## src/rtl/dec_mux_add_pipe.sv

```systemverilog
// ---------------------------------------------------------------------------
// dec_mux_add_pipe
//
// Two-register pipeline around three small datapaths: a one-hot decoder,
// an NCH-way multiplexer with out-of-range detection, and a W-bit adder
// that can either add two operands or accumulate into an internal register.
//
// Stage 1 captures an accepted transaction's raw inputs. Stage 2 holds the
// computed results, which drive the outputs directly. A single advance
// signal moves both stages together; when the downstream stalls, everything
// (including the accumulator) freezes.
//
// Ports
//   clk        in   clock, all state changes on the rising edge
//   rst_n      in   asynchronous active-low reset
//   in_valid   in   input transaction present
//   in_ready   out  block accepts a transaction this cycle
//   sel1       in   [DECW]      decoder select
//   en         in   decoder enable
//   din        in   [NCH*W]     mux channels, channel k at [k*W +: W]
//   sel2       in   [SELW+1]    mux select, values >= NCH are out of range
//   X, Y       in   [W]         adder operands
//   Ci         in   adder carry-in
//   acc_mode   in   0: S = X+Y+Ci, 1: S = acc+X+Ci
//   acc_clr    in   with acc_mode=1, use 0 in place of acc
//   out_valid  out  result present
//   out_ready  in   downstream accepts result
//   decout     out  [2^DECW]    one-hot decode (0 when disabled)
//   muxout     out  [W]         selected channel (0 when out of range)
//   sel_err    out  sel2 was out of range
//   S          out  [W]         sum modulo 2^W
//   Co         out  carry-out of the sum
// ---------------------------------------------------------------------------
module dec_mux_add_pipe #(
  parameter  int DECW = 4,
  parameter  int NCH  = 4,
  parameter  int W    = 4,
  localparam int SELW = $clog2(NCH),
  localparam int DECN = 1 << DECW
) (
  input  logic              clk,
  input  logic              rst_n,
  input  logic              in_valid,
  output logic              in_ready,
  input  logic [DECW-1:0]   sel1,
  input  logic              en,
  input  logic [NCH*W-1:0]  din,
  input  logic [SELW:0]     sel2,
  input  logic [W-1:0]      X,
  input  logic [W-1:0]      Y,
  input  logic              Ci,
  input  logic              acc_mode,
  input  logic              acc_clr,
  output logic              out_valid,
  input  logic              out_ready,
  output logic [DECN-1:0]   decout,
  output logic [W-1:0]      muxout,
  output logic              sel_err,
  output logic [W-1:0]      S,
  output logic              Co
);

  // Stage 1: raw captured inputs of the transaction in flight
  logic              s1Valid_q;
  logic [DECW-1:0]   s1Sel1_q;
  logic              s1En_q;
  logic [NCH*W-1:0]  s1Din_q;
  logic [SELW:0]     s1Sel2_q;
  logic [W-1:0]      s1X_q;
  logic [W-1:0]      s1Y_q;
  logic              s1Ci_q;
  logic              s1Mode_q;
  logic              s1Clr_q;

  // Stage 2: computed results, driven straight onto the outputs
  logic              outValid_q;
  logic [DECN-1:0]   decout_q;
  logic [W-1:0]      muxout_q;
  logic              selErr_q;
  logic [W-1:0]      sum_q;
  logic              co_q;

  // Running accumulator, only touched by mode-1 results entering stage 2
  logic [W-1:0]      acc_q;

  // Next-state values for stage 2, computed from stage 1
  logic [DECN-1:0]   decout_d;
  logic [W-1:0]      muxout_d;
  logic              selErr_d;
  logic [W-1:0]      addA_d;
  logic [W:0]        sum_d;

  logic              advance;

  // The pipeline moves whenever the output slot is empty or being drained.
  // Both stages share this single enable, so a stall freezes everything.
  assign advance  = !outValid_q || out_ready;
  assign in_ready = advance;

  assign out_valid = outValid_q;
  assign decout    = decout_q;
  assign muxout    = muxout_q;
  assign sel_err   = selErr_q;
  assign S         = sum_q;
  assign Co        = co_q;

  // Result logic for the transaction sitting in stage 1.
  // The accumulator operand is read straight from acc_q: a preceding mode-1
  // result updates acc_q on the very edge it enters stage 2, which is the
  // same edge that brings the next transaction into stage 1, so the
  // following transaction always sees the fresh value without forwarding
  // muxes.
  always_comb begin
    decout_d = '0;
    if (s1En_q) begin
      decout_d[s1Sel1_q] = 1'b1;
    end

    muxout_d = '0;
    selErr_d = 1'b1;
    for (int k = 0; k < NCH; k++) begin
      if (s1Sel2_q == (SELW+1)'(k)) begin
        muxout_d = s1Din_q[k*W +: W];
        selErr_d = 1'b0;
      end
    end

    if (!s1Mode_q) begin
      addA_d = s1Y_q;
    end else if (s1Clr_q) begin
      addA_d = '0;
    end else begin
      addA_d = acc_q;
    end

    sum_d = {1'b0, addA_d} + {1'b0, s1X_q} + {{W{1'b0}}, s1Ci_q};
  end

  // Stage 1 capture. The valid bit follows in_valid on every advance so
  // bubbles propagate, but the data fields are only loaded for a real
  // transaction; idle-cycle garbage on the inputs never enters the pipe.
  always_ff @(posedge clk or negedge rst_n) begin
    if (!rst_n) begin
      s1Valid_q <= 1'b0;
      s1Sel1_q  <= '0;
      s1En_q    <= 1'b0;
      s1Din_q   <= '0;
      s1Sel2_q  <= '0;
      s1X_q     <= '0;
      s1Y_q     <= '0;
      s1Ci_q    <= 1'b0;
      s1Mode_q  <= 1'b0;
      s1Clr_q   <= 1'b0;
    end else if (advance) begin
      s1Valid_q <= in_valid;
      if (in_valid) begin
        s1Sel1_q <= sel1;
        s1En_q   <= en;
        s1Din_q  <= din;
        s1Sel2_q <= sel2;
        s1X_q    <= X;
        s1Y_q    <= Y;
        s1Ci_q   <= Ci;
        s1Mode_q <= acc_mode;
        s1Clr_q  <= acc_clr;
      end
    end
  end

  // Stage 2 and accumulator. A bubble clears out_valid but leaves the data
  // outputs at their previous values.
  always_ff @(posedge clk or negedge rst_n) begin
    if (!rst_n) begin
      outValid_q <= 1'b0;
      decout_q   <= '0;
      muxout_q   <= '0;
      selErr_q   <= 1'b0;
      sum_q      <= '0;
      co_q       <= 1'b0;
      acc_q      <= '0;
    end else if (advance) begin
      outValid_q <= s1Valid_q;
      if (s1Valid_q) begin
        decout_q <= decout_d;
        muxout_q <= muxout_d;
        selErr_q <= selErr_d;
        sum_q    <= sum_d[W-1:0];
        co_q     <= sum_d[W];
        if (s1Mode_q) begin
          acc_q <= sum_d[W-1:0];
        end
      end
    end
  end

endmodule

```

## config.mk

```make
export PLATFORM = sky130hd
export DESIGN_NAME = dec_mux_add_pipe
export DESIGN_NICKNAME = d
export VERILOG_FILES = /design/src/rtl/dec_mux_add_pipe.sv
export SDC_FILE = /design/constraint.sdc
export NUM_CORES = 1
export LEC_CHECK = 0
export CAP_MARGIN = 15
export CELL_PAD_IN_SITES_DETAIL_PLACEMENT = 1
export CELL_PAD_IN_SITES_GLOBAL_PLACEMENT = 1
export CORE_MARGIN = 4
export CORE_UTILIZATION = 40
export CTS_CLUSTER_SIZE = 24
export DETAILED_ROUTE_END_ITERATION = 10
export PLACE_DENSITY_LB_ADDON = 0.1
export SLEW_MARGIN = 10
export SYNTH_ARGS = -nofsm -noshare
export SYNTH_HDL_FRONTEND = slang
export SYNTH_SLANG_ARGS = --single-unit
```

## constraint.sdc

```tcl
create_clock -name clk -period 2.8 [get_ports clk]
set_clock_uncertainty 0.15 [all_clocks]
set_input_delay 0.84 -clock clk [delete_from_list [all_inputs] [get_ports clk]]
set_output_delay 0.84 -clock clk [all_outputs]
set_load 0.02 [all_outputs]
```

==> implementation parameters <==
Parameter                              Value

Pwr
  Peak supply drop ... 349 uV
  Proportion of power drawn by the clock network ... 0.309
  Share of total power in sequential cells ... 0.415
  Net Switching ... 0.000902 W
  Total power ... 0.00315 W
  Leakage power total ... 1.70 nW
  Internal Dissipation ... 0.00225 W
  Switching part of the total power ... 0.286
  PD cells ... 797 nW/um2
  Share of total power in combinational logic ... 0.276

Route
  Total vias in the final route ... 1853
  Routed Antenna Nets ... 0
  First-pass DRT Iterations ... 4
  DRC violation count after routing ... 0
  Detail-routed via count per cell ... 4.98
  Iteration-0 DRC Markers ... 64
  Final wirelength ... 6.40 mm
  Routed WL per cell ... 17.2 um

Clock tree
  Post-CTS setup buffers ... 0
  Cts-stage hold buffer count ... 0
  Clk pin slew, worst setup/hold paths ... 0.08 ns
  Cell at the root of the clock tree ... sky130_fd_sc_hd__clkbuf_8
  Clock tree from TritonCTS ... done
  Insertion delay to the later sink of the worst-skew pair ... 0.34 ns
  Buffer levels on the longest clock path ... 2
  Clock buffers created by TritonCTS ... 9
  Clock Sinks ... 67
  CTS H-tree lvls ... 3

Floorplan
  Overall die height ... 93.4 um
  Die X-Extent ... 93.4 um
  Std-Cell Rows ... 30
  Starting utilization of the core area ... 0.420
  Core region area ... 6940 um2
  # IOs ... 67
  Die area ... 8720 um2

Synth
  Largest cells by area after synthesis ... sky130_fd_sc_hd__dfrtp_1 57%, sky130_fd_sc_hd__mux2_2 14%, sky130_fd_sc_hd__a22o_1 3.6%
  Synth top cells by count ... 67 x sky130_fd_sc_hd__dfrtp_1, 35 x sky130_fd_sc_hd__mux2_2, 12 x sky130_fd_sc_hd__a22o_1, 12 x sky130_fd_sc_hd__inv_1, 8 x sky130_fd_sc_hd__o2bb2ai_1
  Netlist area before placement ... 2920 um2
  Most repeated cell in the gate-level netlist after synthesis ... sky130_fd_sc_hd__dfrtp_1
  Average footprint of a synthesized cell ... 15.1 um2
  Most used flip-flop cell after synthesis ... sky130_fd_sc_hd__dfrtp_1
  Async SR Flop Fraction ... 1.00
  Leading area contributor after synthesis ... sky130_fd_sc_hd__dfrtp_1
  Library cells used by synthesis ... 38
  Post-Synthesis Net Count ... 237
  Fraction of post-synthesis cell area in the top cell type by area ... 0.575
  Share of synthesized area occupied by flip-flops and latches ... 0.575
  Number of storage elements in the synthesis netlist ... 67
  Cell count after synthesis ... 193
  EDFF count, synth ... 0
  Number of warning messages in the yosys log ... 0

STA
  Final critical-path share of the clock period ... 0.983
  Hold slack final ... 0.281 ns
  Min cycle time layout ... 2.75 ns
  Relative slew slack ... 0.705
  Setup repair after global routing missed its margin ... no
  Slew at the pin closest to its max-slew limit ... 0.443 ns
  Timing-limited maximum frequency ... 363 MHz
  Hold violation total from the final report ... 0
  Endpoints failing setup ... 0
  Max Transition Viols Final ... 0

Global routing
  Global-route wire length before repair ... 10.8 mm
  Global-route usage over all layers ... 0.162
  Antenna violations before repair ... 0
  Remaining Overflow, GRT ... 0
  Largest net degree at the start of global routing ... 35
  Number of global-route vias before repair ... 2086

Run
  Max cap viols ... 0

Critical path
  Category of the critical setup timing path ... in -> out
  Arrival time at the worst endpoint ... 1.76 ns
  Worst R2R End ... Co$_DFFE_PN0P_
  Maximum fanout along the worst path ... 2
  Critical path capture point type ... primary output
  Length in cells of the worst reg-to-reg path ... 9
  Type of element launching the critical path ... input port
  Launch point of the worst reg-to-reg path ... s1Mode_q$_DFFE_PN0P_
  Setup slack on the worst flop-to-flop path ... 0.29 ns
  Worst path required time ... 1.81 ns

Cells and area
  Antenna Cells ... 0
  Final cell utilization of the core ... 0.570
  Number of fill cells in the layout ... 668
  NumNets Final ... 315
  Area growth from synthesis to layout ... 35.6%
  Ratio of cells with drive above 1 in the final layout ... 0.264

Placement
  Final GP Congestion ... 0.719
  HPWL Detailed ... 4.71 mm
  PortBufs ... 66

Worst hold path
  Path class of the lowest-slack min-delay path ... in -> async

Run status
  Status ... completed
[area by class of cell]
class / instances / area (um2) / area share
repair buffers: 73 / 733 / 0.185
well taps: 96 / 120 / 0.0304
clock inverters: 5 / 100 / 0.0253
multi-input cells: 106 / 1130 / 0.286
clock buffers: 11 / 141 / 0.0357
flip-flops and latches: 67 / 1680 / 0.424
inverters: 14 / 55.1 / 0.0139
[layout by cell type (no fill, tap or decap), types with 2 or more instances in the layout]
cell / instances
sky130_fd_sc_hd__dfrtp_1: 67
sky130_fd_sc_hd__clkdlybuf4s50_1: 64
sky130_fd_sc_hd__mux2_2: 35
sky130_fd_sc_hd__inv_1: 12
sky130_fd_sc_hd__a22o_1: 12
sky130_fd_sc_hd__clkbuf_8: 10
sky130_fd_sc_hd__o2bb2ai_1: 8
sky130_fd_sc_hd__o21ai_0: 6
sky130_fd_sc_hd__buf_4: 5
sky130_fd_sc_hd__mux2_1: 4
sky130_fd_sc_hd__mux4_2: 3
sky130_fd_sc_hd__a32o_1: 3
sky130_fd_sc_hd__ha_1: 3
sky130_fd_sc_hd__bufinv_16: 3
sky130_fd_sc_hd__nor2_1: 2
sky130_fd_sc_hd__nand2_4: 2
sky130_fd_sc_hd__nor4b_4: 2
sky130_fd_sc_hd__nand2_1: 2
sky130_fd_sc_hd__a21oi_1: 2
sky130_fd_sc_hd__o31ai_1: 2
sky130_fd_sc_hd__nor2b_1: 2
sky130_fd_sc_hd__fa_1: 2
sky130_fd_sc_hd__clkinv_2: 2
sky130_fd_sc_hd__buf_12: 2
[through the flow]
stage	setup WS [ns]	instance area, um2	instances	TNS [ns]
2_1_floorplan	0.663	2920	193	0
3_3_place_gp	-0.218	3710	356	-0.218
3_5_place_dp	-0.247	3710	356	-0.247
4_1_cts	0.000988	3960	372	0
5_1_grt	0.000239	3960	372	0
6_report	0.0486	3960	372	0
[power groups by stage]
| stage | clock network [W] | registers, W | logic [W] |
|---|---|---|---|
| floorplan | 0 | 0.00139 | 0.000440 |
| global placement | 0 | 0.00132 | 0.000865 |
| detailed placement | 0 | 0.00133 | 0.000889 |
| CTS | 0.00100 | 0.00131 | 0.000890 |
| global route | 0.00105 | 0.00134 | 0.000962 |
| finish | 0.000975 | 0.00131 | 0.000871 |
[cells by family after synthesis]
logic type / after synthesis / share of synthesized area
flops: 67 / 0.575
mux: 45 / 0.191
compound gates: 37 / 0.100
buf+inv: 20 / 0.0378
simple gates: 18 / 0.0665
fa+ha+maj: 5 / 0.0266
xor+xnor: 1 / 0.00300
[worst max-delay path, cell delays in order]
cell	delay, ns
sky130_fd_sc_hd__clkdlybuf4s50_1	0.45
sky130_fd_sc_hd__nor2b_4	0.16
sky130_fd_sc_hd__inv_4	0.04
sky130_fd_sc_hd__clkdlybuf4s15_1	0.27
[worst max path at each step]
stage / startpoint / endpoint / slack (ns) / depth (start not counted)
finish: out_ready / in_ready / 0.05 / 4
global route: out_ready / in_ready / 0.0002 / 4
CTS: out_ready / in_ready / 0.001 / 4
detailed placement: out_ready / in_ready / -0.25 / 4
global placement: out_ready / in_ready / -0.22 / 4
floorplan: s1Mode_q$_DFFE_PN0P_ / acc_q[2]$_DFFE_PN0P_ / 0.66 / 8
[repair_timing]
item | in CTS | in global routing
resized for setup | 1 | 1
gates cloned | 0 | 0
endpoints found under the setup margin | 1 | 1
[sequential cells by signal, summed over array words and instances (netlist names), 3 cells and up]
signal / cells
decout: 16
s1Din_q: 16
S: 4
acc_q: 4
muxout: 4
s1Sel1_q: 4
s1X_q: 4
s1Y_q: 4
s1Sel2_q: 3
[per-layer routing]
layer / track usage / part of all wire
met1: 0.210 / 0.44
met2: 0.254 / 0.49
met3: 0.0611 / 0.063
met4: 0.0440 / 0.0092
met5: 0 / 0
(Power assumes the default switching activity.)
